--- src/rtl/chev_pkg.sv ---
// Shared types and constants for the Chebyshev sequence controller.
// Data path: 32-bit iterates, 33-bit raw map result saturated back to 32 bits.
package chev_pkg;

   localparam int unsigned DATA_W = 32;
   localparam int unsigned MAP_W  = 33;

   localparam logic [DATA_W-1:0] SAT_MAX = 32'hFFFF_FFFF;

   typedef enum logic [2:0] {
      ST_IDLE,
      ST_LOAD,
      ST_BURN,
      ST_RUN,
      ST_DONE
   } state_e;

   function automatic logic [DATA_W-1:0] sat(input logic [MAP_W-1:0] v);
      return v[MAP_W-1] ? SAT_MAX : v[DATA_W-1:0];
   endfunction

endpackage

--- src/rtl/chev3D_map.sv ---
// One step of the cubic Chebyshev map x' = 4x^3 - 3x, registered (1-cycle latency).
// The polynomial is evaluated on unsigned integers modulo 2^33.
module chev3D_map
   import chev_pkg::*;
(
   input  logic              clk,
   input  logic              rst_n,
   input  logic [DATA_W-1:0] xt,
   output logic [MAP_W-1:0]  xtn
);

   logic [MAP_W-1:0] x_ext;
   logic [MAP_W-1:0] x_sq;
   logic [MAP_W-1:0] x_cu;
   logic [MAP_W-1:0] xtn_d;
   logic [MAP_W-1:0] xtn_q;

   always_comb begin
      x_ext = {1'b0, xt};
      x_sq  = x_ext * x_ext;
      x_cu  = x_sq * x_ext;
      xtn_d = (x_cu << 2) - (x_ext + (x_ext << 1));
   end

   always_ff @(posedge clk or negedge rst_n) begin
      if (!rst_n) begin
         xtn_q <= '0;
      end else begin
         xtn_q <= xtn_d;
      end
   end

   assign xtn = xtn_q;

endmodule

--- src/rtl/chev_seq_ctrl.sv ---
// Sequence controller: seeds the Chebyshev map, discards burn_in iterates,
// then streams num_samples iterates over a valid/ready interface.
module chev_seq_ctrl
   import chev_pkg::*;
#(
   parameter int unsigned CNT_W = 16
) (
   input  logic              clk,
   input  logic              rst_n,
   input  logic              start,
   input  logic              abort,
   input  logic [31:0]       seed,
   input  logic [CNT_W-1:0]  burn_in,
   input  logic [CNT_W-1:0]  num_samples,
   input  logic              out_ready,
   output logic              out_valid,
   output logic [31:0]       out_data,
   output logic              busy,
   output logic              done
);

   state_e            state_q, state_d;
   logic [CNT_W-1:0]  cnt_q, cnt_d;
   logic [31:0]       seed_q, seed_d;
   logic [CNT_W-1:0]  burn_q, burn_d;
   logic [CNT_W-1:0]  nsamp_q, nsamp_d;
   logic [31:0]       prev_q, prev_d;

   logic [MAP_W-1:0]  xtn;
   logic [31:0]       xtn_sat;
   logic [31:0]       map_in;
   logic              stall;

   chev3D_map u_map (
      .clk   (clk),
      .rst_n (rst_n),
      .xt    (map_in),
      .xtn   (xtn)
   );

   always_ff @(posedge clk or negedge rst_n) begin
      if (!rst_n) begin
         state_q <= ST_IDLE;
         cnt_q   <= '0;
         seed_q  <= '0;
         burn_q  <= '0;
         nsamp_q <= '0;
         prev_q  <= '0;
      end else begin
         state_q <= state_d;
         cnt_q   <= cnt_d;
         seed_q  <= seed_d;
         burn_q  <= burn_d;
         nsamp_q <= nsamp_d;
         prev_q  <= prev_d;
      end
   end

   // Counter only ever reaches limit-1, so maximum limits never wrap it.
   always_comb begin
      state_d = state_q;
      cnt_d   = cnt_q;
      seed_d  = seed_q;
      burn_d  = burn_q;
      nsamp_d = nsamp_q;
      unique case (state_q)
         ST_IDLE: begin
            if (start) begin
               seed_d  = seed;
               burn_d  = burn_in;
               nsamp_d = num_samples;
               state_d = ST_LOAD;
            end
         end
         ST_LOAD: begin
            cnt_d = '0;
            if (burn_q != '0)       state_d = ST_BURN;
            else if (nsamp_q != '0) state_d = ST_RUN;
            else                    state_d = ST_DONE;
         end
         ST_BURN: begin
            if (cnt_q == burn_q - CNT_W'(1)) begin
               cnt_d   = '0;
               state_d = (nsamp_q != '0) ? ST_RUN : ST_DONE;
            end else begin
               cnt_d = cnt_q + CNT_W'(1);
            end
         end
         ST_RUN: begin
            if (out_ready) begin
               if (cnt_q == nsamp_q - CNT_W'(1)) state_d = ST_DONE;
               else                              cnt_d   = cnt_q + CNT_W'(1);
            end
         end
         ST_DONE: state_d = ST_IDLE;
         default: state_d = ST_IDLE;
      endcase
      if (abort && (state_q != ST_IDLE)) state_d = ST_IDLE;
   end

   // Replaying the previous map input on a stall regenerates the same iterate.
   always_comb begin
      xtn_sat   = sat(xtn);
      stall     = (state_q == ST_RUN) && !out_ready;
      out_valid = (state_q == ST_RUN);
      busy      = (state_q != ST_IDLE);
      done      = (state_q == ST_DONE);
      out_data  = out_valid ? xtn_sat : '0;
      if (state_q == ST_LOAD) map_in = seed_q;
      else if (stall)         map_in = prev_q;
      else                    map_in = xtn_sat;
      prev_d    = map_in;
   end

endmodule

--- config.mk ---
export PLATFORM = sky130hd
export DESIGN_NAME = chev_seq_ctrl
export DESIGN_NICKNAME = d
export VERILOG_FILES = /design/src/rtl/chev_pkg.sv /design/src/rtl/chev3D_map.sv /design/src/rtl/chev_seq_ctrl.sv
export SDC_FILE = /design/constraint.sdc
export NUM_CORES = 2
export LEC_CHECK = 0
export ABC_CLOCK_PERIOD_IN_PS = 33900
export CORE_MARGIN = 1.5
export CORE_UTILIZATION = 33
export CTS_BUF_LIST = sky130_fd_sc_hd__clkbuf_8
export DETAILED_ROUTE_END_ITERATION = 12
export PLACE_DENSITY = 0.44
export RECOVER_POWER = 25
export SLEW_MARGIN = 20
export SYNTH_ARGS = -nofsm -noshare
export SYNTH_HDL_FRONTEND = slang
export SYNTH_SLANG_ARGS = --single-unit
--- constraint.sdc ---
create_clock -name clk -period 33.9 [get_ports clk]
set_input_delay 10.17 -clock clk [delete_from_list [all_inputs] [get_ports clk]]
set_output_delay 10.17 -clock clk [all_outputs]
set_load 0.05 [all_outputs]
==> summary.md <==
| Metric | Value |
|---|---|
| Beginning of the worst hold path | seed_q[12] |
| Setup_tns | 0 ps |
| Initial antenna violation count | 5 |
| Final setup fails | 0 |
| Layout Skew | 31.3 ps |
| Vias per Instance | ~4.7 |
| Cells after DPL | about 5300 |
| DRC Markers | 24 |
| I/O pins | 104 |
| Setup slack at placement | 3670 ps |
| Port buffer count | 103 |
| CTS tree | built |
| Worst R2R Start | state_q[0] |
| Via Count | 25100 |
| Largest net degree at the start of global routing | 81 |
| FFs w/ async S/R, synth | 100% |
| Starting DRT DRC Count | 1431 |
| Vias in the first global route | 27000 |
| Top cell type's share of synthesized area | 41.4% |
| Crit Path Class | primary input to flip-flop |
| Area Growth Syn to Fin | 9.29% |
| H-tree levels | 4 |
| RePlAce Congestion | 0.836 |
| R2R Path End | u_map.xtn[32] |
| Fmax | 0.0336 GHz |
| Largest area contributor in the netlist | fa_1 |
| Commonest non-fill, non-tap cell in the layout | inv_1 |
| Syn Area/Cell | between 9 and 10 µm² |
| Max-cap violations | 1 |
| Final non-filler cell total | roughly 5300 |
| Crit path capture type | flip-flop |
| Clock Latency Late Sink | 510 ps |
| Rows | 119 |
| Total gr overflow | 0 |
| YS warnings | 0 |
| Hold WC Path Type | flip-flop to flip-flop |
| Most frequent cells in the layout | inv_1, fa_1, nor2_1 |
| Post-CTS sizing | 0 |
| Slowest CP cell | a2111oi_0 |
| Synth unique cells | 77 |
| Post-layout nets | around 5000 |
| Die area | 108000 µm² |
| Post-synth top flop | dfrtp_1 |
| Post-route ant nets | 0 |
| Flops & latches, synth | approximately 150 |
| Synthesized instance count | 3840 |
| CTS clock-pin slew for the worst setup and hold paths | 120 ps |
| Hold Path Sink | seed_q[12] |
| First-pass GRT wire length | 169000 µm |
| WP data required | 34340 ps |
| Worst R2R Path Depth | 66 |
| Core area | approximately 110000 µm² |
| Final worst path period share | 87.7% |
| Failing checks | DRC, capacitance limit, slew limit |
| Cell Area, Synth | 35100 µm² |
| Die Span Y | 329 µm |
| Sequential share of the synthesized area | 10.5% |
| EDFF count, synth | 0 |
| Worst-Margin Slew | between 4000 and 5000 ps |
| Max stage delay on crit path | 680 ps |
| Final wirelength | roughly 110000 µm |
| Unrepaired setup endpoints after global routing | no |
| PnR worst setup slack | ~4200 ps |
| Layout cells sized above 1 | 5.38% |
| Clock Path Buffers | 2 |
| TritonCTS Sinks | 147 |
| Most used cell, CP | fa_1 |
| Startpoint Class | primary input |
| Synth top area cells | fa_1, ha_1, dfrtp_1, inv_1, nor2_1 |
| Post-CTS setup buffers | 0 |
| Number of detailed-route iterations in the first pass | 12 |
| FF-to-FF setup slack | 13390 ps |
| Initial Util | 33.3% |
| Worst-path fanout max | 27 |
| Final Max Slew Viols | between 80 and 90 |
| Outcome | complete, but fails checks |
| Worst hold margin | 524 ps |
| Clk root buf | clkbuf_8 |
| Final Hold Fails | 0 |
| Final HPWL DP | 90800 µm |
| Rel. slew slack | -215% |
| Chip width | between 300 and 400 µm |
| Hold-fix buffers at CTS | 0 |
| Num CTS Buffers | 17 |
| Post-Syn Nets | 4938 |
| Data arrival time of the worst path | 30170 ps |
| WL/cell | 20.9 µm |
| WHS Path Cells | 1 |
| Fin crit period | approximately 30000 ps |
| Total GRT Usage | 21.1% |
-- worst max path at each step --
stage / slack (ps) / depth (start not counted) / startpoint / to
finish: 4180 / 67 / out_ready / u_map.xtn[32]
global route: 3030 / 67 / out_ready / u_map.xtn[32]
CTS: 4220 / 67 / out_ready / u_map.xtn[32]
detailed placement: 3670 / 67 / out_ready / u_map.xtn[32]
global placement: 3980 / 67 / out_ready / u_map.xtn[32]
floorplan: 5200 / 73 / out_ready / u_map.xtn[32]
-- Yosys cell counts, types with 10 or more instances --
library cell  instances
a211oi_1             31
a21o_1               37
a21oi_1              76
a31oi_1              14
and2_1               22
and3_1               15
buf_1                20
clkbuf_1            105
dfrtp_1             147
fa_1                726
ha_1                303
inv_1               909
mux2_2               58
nand2_1             374
nand2b_1             32
nand3_1              20
nand4_1              10
nor2_1              435
nor2b_1              14
nor3_1               42
o21ai_0              46
o31ai_1              11
or2_2                14
or3_1                11
xnor2_1             155
xor2_1               59
-- metal layers --
layer	wire, µm	GRT usage [%]	up-vias	part of all wire (%)
li1	-	-	11600	-
met1	49100	28.5	12900	44
met2	53400	35.5	525	48
met3	5450	2.96	125	4.9
met4	2800	5.40	4	2.5
met5	34	0	-	0.031
-- kinds of logic after synthesis --
logic type	share of synthesized area, %
buffers and inverters	11.5
multiplexers	2.09
adder cells (fa/ha/maj)	52.2
XOR/XNOR	5.78
AND/OR/NAND/NOR	12.4
AO/OA/AOI/OAI	5.48
flip-flops	10.5
-- flip-flops by register name, summed over array words and instances (netlist names) --
register and count:
u_map.xtn 33, state_q 3, burn_q 16, cnt_q 16, seed_q 32, nsamp_q 16, prev_q 31
-- worst max-delay path: cells and delay by family --
family | cells | cell delay (ps)
compound gates | 9 | 2340
fa+ha+maj | 20 | 8850
buf+inv | 12 | 2250
simple gates | 7 | 2160
xor+xnor | 19 | 4330
-- metrics by stage --
step                      utilization, %  area [µm²]
after floorplan                        -       35100
after global placement              36.0       37900
after detailed placement            36.0       37900
after CTS                           36.4       38300
after global routing                36.4       38300
final                               36.4       38300
-- final cells by class --
type,instances,area [µm²]
sequential,147,3680
fill,11000,67100
clock buffer,19,262
clock inverter,13,171
timing repair buffer,172,1540
inverter,922,3460
antenna,2,5.00
multi-input combinational,2631,27500
tap,1391,1740
Power is not shown: default switching activity piles up to over one toggle a cycle in this logic, so the estimate is an artifact.
